`config.mk`:
```
export PLATFORM = sky130hd
export DESIGN_NAME = regbank_write_arbiter
export DESIGN_NICKNAME = d
export VERILOG_FILES = /design/src/rtl/regbank_write_arbiter.sv
export SDC_FILE = /design/constraint.sdc
export NUM_CORES = 1
export LEC_CHECK = 0
export ABC_CLOCK_PERIOD_IN_PS = 2600
export BUFFER_PORTS_ARGS = -buffer_cell sky130_fd_sc_hd__buf_2
export CORE_MARGIN = 2
export CORE_UTILIZATION = 49
export DETAILED_ROUTE_END_ITERATION = 12
export PLACE_DENSITY_LB_ADDON = 0.25
export SYNTH_ARGS = -nofsm -noshare
export SYNTH_HDL_FRONTEND = slang
export SYNTH_SLANG_ARGS = --single-unit
```
`constraint.sdc`:
```
create_clock -name clk -period 2.6 [get_ports clk]
set_input_delay 0.78 -clock clk [delete_from_list [all_inputs] [get_ports clk]]
set_output_delay 0.78 -clock clk [all_outputs]
set_load 0.01 [all_outputs]
```
`src/rtl/regbank_write_arbiter.sv`:
```
// rtl/regbank_write_arbiter.sv - round-robin arbiter for the single register-bank write port
// Optional power-up clear sweep enabled by defining REGARB_INIT_CLEAR_EN.
module regbank_write_arbiter #(
  parameter int ADDR_W = 6,
  parameter int DATA_W = 64
) (
  input  logic              clk,
  input  logic              reset,
  input  logic              req0_valid,
  input  logic [ADDR_W-1:0] req0_addr,
  input  logic [DATA_W-1:0] req0_data,
  output logic              req0_ready,
  input  logic              req1_valid,
  input  logic [ADDR_W-1:0] req1_addr,
  input  logic [DATA_W-1:0] req1_data,
  output logic              req1_ready,
  output logic              rb_we,
  output logic [ADDR_W-1:0] rb_waddr,
  output logic [DATA_W-1:0] rb_wdata,
  output logic              busy
);

  logic              run;
  logic              last_grant;
  logic              grant0;
  logic              grant1;
  logic              wr_en;
  logic [ADDR_W-1:0] wr_addr;
  logic [DATA_W-1:0] wr_data;

`ifdef REGARB_INIT_CLEAR_EN
  typedef enum logic {ST_INIT, ST_RUN} state_t;

  state_t            state;
  state_t            state_next;
  logic [ADDR_W-1:0] cnt;
  logic              sweep_last;

  always_ff @(posedge clk) begin
    if (!reset) begin
      state <= ST_INIT;
      cnt   <= '0;
      busy  <= 1'b1;
    end else begin
      state <= state_next;
      busy  <= (state_next == ST_INIT);
      // Counter parks on the last register rather than wrapping.
      if (state == ST_INIT && !sweep_last)
        cnt <= cnt + 1'b1;
    end
  end

  always_comb begin
    state_next = state;
    sweep_last = &cnt;
    if (state == ST_INIT && sweep_last)
      state_next = ST_RUN;
  end

  assign run = (state == ST_RUN);
`else
  assign run  = 1'b1;
  assign busy = 1'b0;
`endif

  // On a tie the port that did not win the previous transfer is served.
  assign grant0 = run && req0_valid && (!req1_valid || last_grant);
  assign grant1 = run && req1_valid && (!req0_valid || !last_grant);

  assign req0_ready = grant0;
  assign req1_ready = grant1;

  always_comb begin
    wr_en   = 1'b0;
    wr_addr = req0_addr;
    wr_data = req0_data;
    if (grant0) begin
      wr_en = 1'b1;
    end else if (grant1) begin
      wr_en   = 1'b1;
      wr_addr = req1_addr;
      wr_data = req1_data;
    end
`ifdef REGARB_INIT_CLEAR_EN
    if (state == ST_INIT) begin
      wr_en   = 1'b1;
      wr_addr = cnt;
      wr_data = '0;
    end
`endif
  end

  always_ff @(posedge clk) begin
    if (!reset) begin
      rb_we      <= 1'b0;
      rb_waddr   <= '0;
      rb_wdata   <= '0;
      last_grant <= 1'b1;
    end else begin
      rb_we <= wr_en;
      if (wr_en) begin
        rb_waddr <= wr_addr;
        rb_wdata <= wr_data;
      end
      if (grant0)
        last_grant <= 1'b0;
      else if (grant1)
        last_grant <= 1'b1;
    end
  end

endmodule

```
==> metrics.txt <==
# TYPE chip_impl_metric gauge
chip_impl_metric{name="postSynthRegisterBits",unit=""} 72
chip_impl_info{name="synth_area_leader_cell",value="dfxtp_1"} 1
chip_impl_metric{name="required_time_of_the_critical_path",unit="ns"} 1.82
chip_impl_metric{name="grt_pass1_vias",unit=""} 3644
chip_impl_metric{name="finalWeightedCongestion",unit=""} 0.804
chip_impl_info{name="library_cell_used_as_clock_root_buffer",value="clkbuf_8"} 1
chip_impl_info{name="run_status",value="completed"} 1
chip_impl_metric{name="holdPathStages",unit=""} 2
chip_impl_metric{name="count_of_pins_on_the_block_boundary",unit=""} 218
chip_impl_metric{name="layout.area.seq",unit="µm²"} 1440
chip_impl_metric{name="placement.io_buffers",unit=""} 216
chip_impl_metric{name="irDropWorstVdd",unit="V"} 0.000244
chip_impl_metric{name="total_of_fill_cells_in_the_finished_design",unit=""} 653
chip_impl_metric{name="drt_iter0_markers",unit=""} 213
chip_impl_metric{name="synth_async_sr_flop_share",unit="%"} 0
chip_impl_metric{name="fin_ws",unit="ns"} 0.413
chip_impl_info{name="crit-reg2reg-launch",value="last_grant$_SDFFE_PN1P_"} 1
chip_impl_metric{name="num_rows",unit=""} 32
chip_impl_info{name="yosys.cell_count.top_type",value="dfxtp_1"} 1
chip_impl_metric{name="clk-insertion-delay-late",unit="ns"} 0.34
chip_impl_info{name="rsz0062_at_grt",value="false"} 1
chip_impl_metric{name="antenna_cells",unit=""} 0
chip_impl_metric{name="clock.fmax",unit="MHz"} 457
chip_impl_metric{name="antenna_found_initial",unit=""} 0
chip_impl_metric{name="critical_path_arrival",unit="ns"} 1.41
chip_impl_metric{name="post-route-util",unit="%"} 66.6
chip_impl_metric{name="post_dp_hpwl",unit="µm"} 8020
chip_impl_metric{name="setup_viol_count_final",unit=""} 0
chip_impl_metric{name="clock-skew-final",unit="ns"} 0.00776
chip_impl_metric{name="sink_count",unit=""} 72
chip_impl_metric{name="die_area",unit="µm²"} 8810
chip_impl_metric{name="final_layout_size_suffix_gt1_share",unit="%"} 50.1
chip_impl_info{name="cts_tree",value="done"} 1
chip_impl_info{name="synthFlopType",value="dfxtp_1"} 1
chip_impl_metric{name="timing.final.crit_share",unit="%"} 84.1
chip_impl_metric{name="pre_cts_ws",unit="ns"} 0.364
chip_impl_metric{name="start_util",unit="%"} 51.0
chip_impl_metric{name="cap_violations",unit=""} 0
chip_impl_metric{name="area_used_by_multi_input_combinational_logic",unit="µm²"} 2230
chip_impl_metric{name="cts_hold_repair.buffers",unit=""} 0
chip_impl_metric{name="placedInstanceArea",unit="µm²"} 4990
chip_impl_metric{name="actual_slew_at_the_worst_max_slew_pin",unit="ns"} 0.804
chip_impl_metric{name="fin_total_pwr",unit="mW"} 2.78
chip_impl_metric{name="timing.max_slew.rel_slack",unit="%"} 46.4
chip_impl_info{name="min-delay-start",value="rb_wdata[52]$_SDFFE_PN0P_"} 1
chip_impl_info{name="type_of_the_most_critical_hold_path",value="reg -> reg"} 1
chip_impl_metric{name="global_route.usage.total",unit="%"} 25.6
chip_impl_metric{name="largest_fanout_on_the_critical_path",unit=""} 17
chip_impl_metric{name="placeableCoreArea",unit="µm²"} 7770
chip_impl_info{name="min_delay_worst_endpoint",value="rb_wdata[52]$_SDFFE_PN0P_"} 1
chip_impl_metric{name="clock_period_minus_worst_slack",unit="ns"} 2.19
chip_impl_info{name="critical_path.reg2reg.endpoint",value="rb_wdata[29]$_SDFFE_PN0P_"} 1
chip_impl_info{name="synthTopCellsByCount",value="dfxtp_1, o31a_1, o221a_1"} 1
chip_impl_metric{name="synthesis.instances",unit=""} 338
chip_impl_metric{name="cts_made_buffers",unit=""} 9
chip_impl_metric{name="antenna_left",unit=""} 0
chip_impl_info{name="critPathCaptureType",value="output pin"} 1
chip_impl_metric{name="grt.overflow.total",unit=""} 0
chip_impl_metric{name="worst_setup_hold_path_clk_slew",unit="ns"} 0.07
chip_impl_metric{name="routed_wire_length_per_instance",unit="µm"} 18.5
chip_impl_metric{name="static-leakage-power",unit="nW"} 2.35
chip_impl_metric{name="fp.dieH",unit="µm"} 93.9
chip_impl_info{name="startpoint_type",value="input port"} 1
chip_impl_metric{name="final-max-slew-violation-count",unit=""} 0
chip_impl_metric{name="reg2reg_depth",unit=""} 4
chip_impl_info{name="worst-setup-path-type",value="in -> out"} 1
chip_impl_metric{name="power_per_standard_cell_area",unit="nW/µm²"} 537
chip_impl_info{name="ys_top_cells_by_area",value="dfxtp_1, o221a_1, o31a_1"} 1
chip_impl_metric{name="final_net_count",unit=""} 672
chip_impl_metric{name="die_w",unit="µm"} 93.9
chip_impl_metric{name="mappedNetlistArea",unit="µm²"} 3960
chip_impl_metric{name="cts-root-to-sink-buffers",unit=""} 2
chip_impl_metric{name="final_hold_violating_endpoints",unit=""} 0
chip_impl_metric{name="layout.cell_area.non_filler",unit="µm²"} 5170
chip_impl_metric{name="cts_htree_levels",unit=""} 3
chip_impl_metric{name="grt_max_degree",unit=""} 71
chip_impl_metric{name="reg2reg_setup_slack",unit="ns"} 0.82
chip_impl_metric{name="synth.avg_cell_area",unit="µm²"} 11.7
chip_impl_metric{name="cts_setup_buffers",unit=""} 0
chip_impl_metric{name="cts_resized",unit=""} 0
chip_impl_metric{name="synth_warnings",unit=""} 0
chip_impl_metric{name="mappedNetlistNets",unit=""} 482
chip_impl_metric{name="synth.yosys.seq_area_share",unit="%"} 36.4
chip_impl_metric{name="avgViaCountPerCell",unit=""} 6.05
chip_impl_metric{name="drt-pass1-iter-count",unit=""} 4
chip_impl_metric{name="grt_first_pass_wirelength",unit="µm"} 18100
chip_impl_metric{name="detail_route.wirelength",unit="µm"} 11800
chip_impl_metric{name="tns",unit="ns"} 0
chip_impl_metric{name="synth_top_area_share",unit="%"} 36.4
chip_impl_metric{name="synth.distinct_cells",unit=""} 19
chip_impl_metric{name="drt_drc_violations_left",unit=""} 0
chip_impl_metric{name="layout-area-overhead-vs-synth",unit="%"} 30.7
chip_impl_metric{name="detailroute.via_count",unit=""} 3839
chip_impl_metric{name="synth-edff-count",unit=""} 0
## flip-flops by register name (all words and copies together) (netlist names)
| name | cells |
|---|---|
| rb_wdata | 64 |
| rb_waddr | 6 |
| last_grant | 1 |
| rb_we | 1 |
## area by class of cell
type / instances / share of cell area, %
clock buffer: 12 / 2.61
clock inverter: 4 / 0.871
inverter: 2 / 0.145
multi-input combinational: 217 / 43.1
sequential: 72 / 27.9
tap: 102 / 2.47
timing repair buffer: 226 / 22.9
## cell usage in the layout, fill, tap and decap left out, types with 2 or more instances in the layout
master,count
buf_12,2
buf_2,215
buf_4,9
clkbuf_1,3
clkbuf_8,9
clkinv_2,3
dfxtp_1,71
mux2_1,46
mux2_2,24
nand2b_1,2
o221a_1,69
o31a_1,70
## kinds of logic (layout without fill, tap and decap cells)
logic type      Yosys count  after routing  share of synthesized area, %
simple gates              4              4                         0.601
mux                      70             70                          19.9
compound gates          142            142                          35.7
flops                    72             72                          36.4
buf+inv                  49            244                          7.24
other cells               1              1                        0.0948
## worst max-delay path, stage by stage
cell and delay [ns]:
buf_4 0.24, nand2b_1 0.12, nand2_2 0.09, inv_1 0.03, buf_2 0.14
## routing by layer
metal / vias up / routed length [µm] / global-route usage (%)
li1: 1780 / - / -
met1: 1849 / 4820 / 32.4
met2: 178 / 5650 / 42.1
met3: 32 / 921 / 5.22
met4: 0 / 387 / 11.5
met5: - / 0 / 0
## report_power, final
part | total [mW] | switching [mW] | internal (mW)
Clock | 0.861 | 0.421 | 0.441
Combinational | 0.667 | 0.324 | 0.343
Sequential | 1.25 | 0.0496 | 1.20
Total | 2.78 | 0.794 | 1.98
## worst max path at each step
stage	startpoint	end	cells past startpoint
CTS	req1_valid	req0_ready	5
finish	req1_valid	req0_ready	5
floorplan	req0_valid	req1_ready	3
global route	last_grant$_SDFFE_PN1P_	req0_ready	4
detailed placement	req1_valid	rb_wdata[25]$_SDFFE_PN0P_	5
global placement	req1_valid	rb_wdata[54]$_SDFFE_PN0P_	5
## per-stage QoR
stage / cells / hold WS (ns)
5_1_grt: 635 / 0.668
3_3_place_gp: 619 / 0.604
2_1_floorplan: 338 / 0.671
3_5_place_dp: 619 / 0.609
6_report: 635 / 0.622
4_1_cts: 635 / 0.628
No activity file was read; power rests on OpenSTA's default activity.
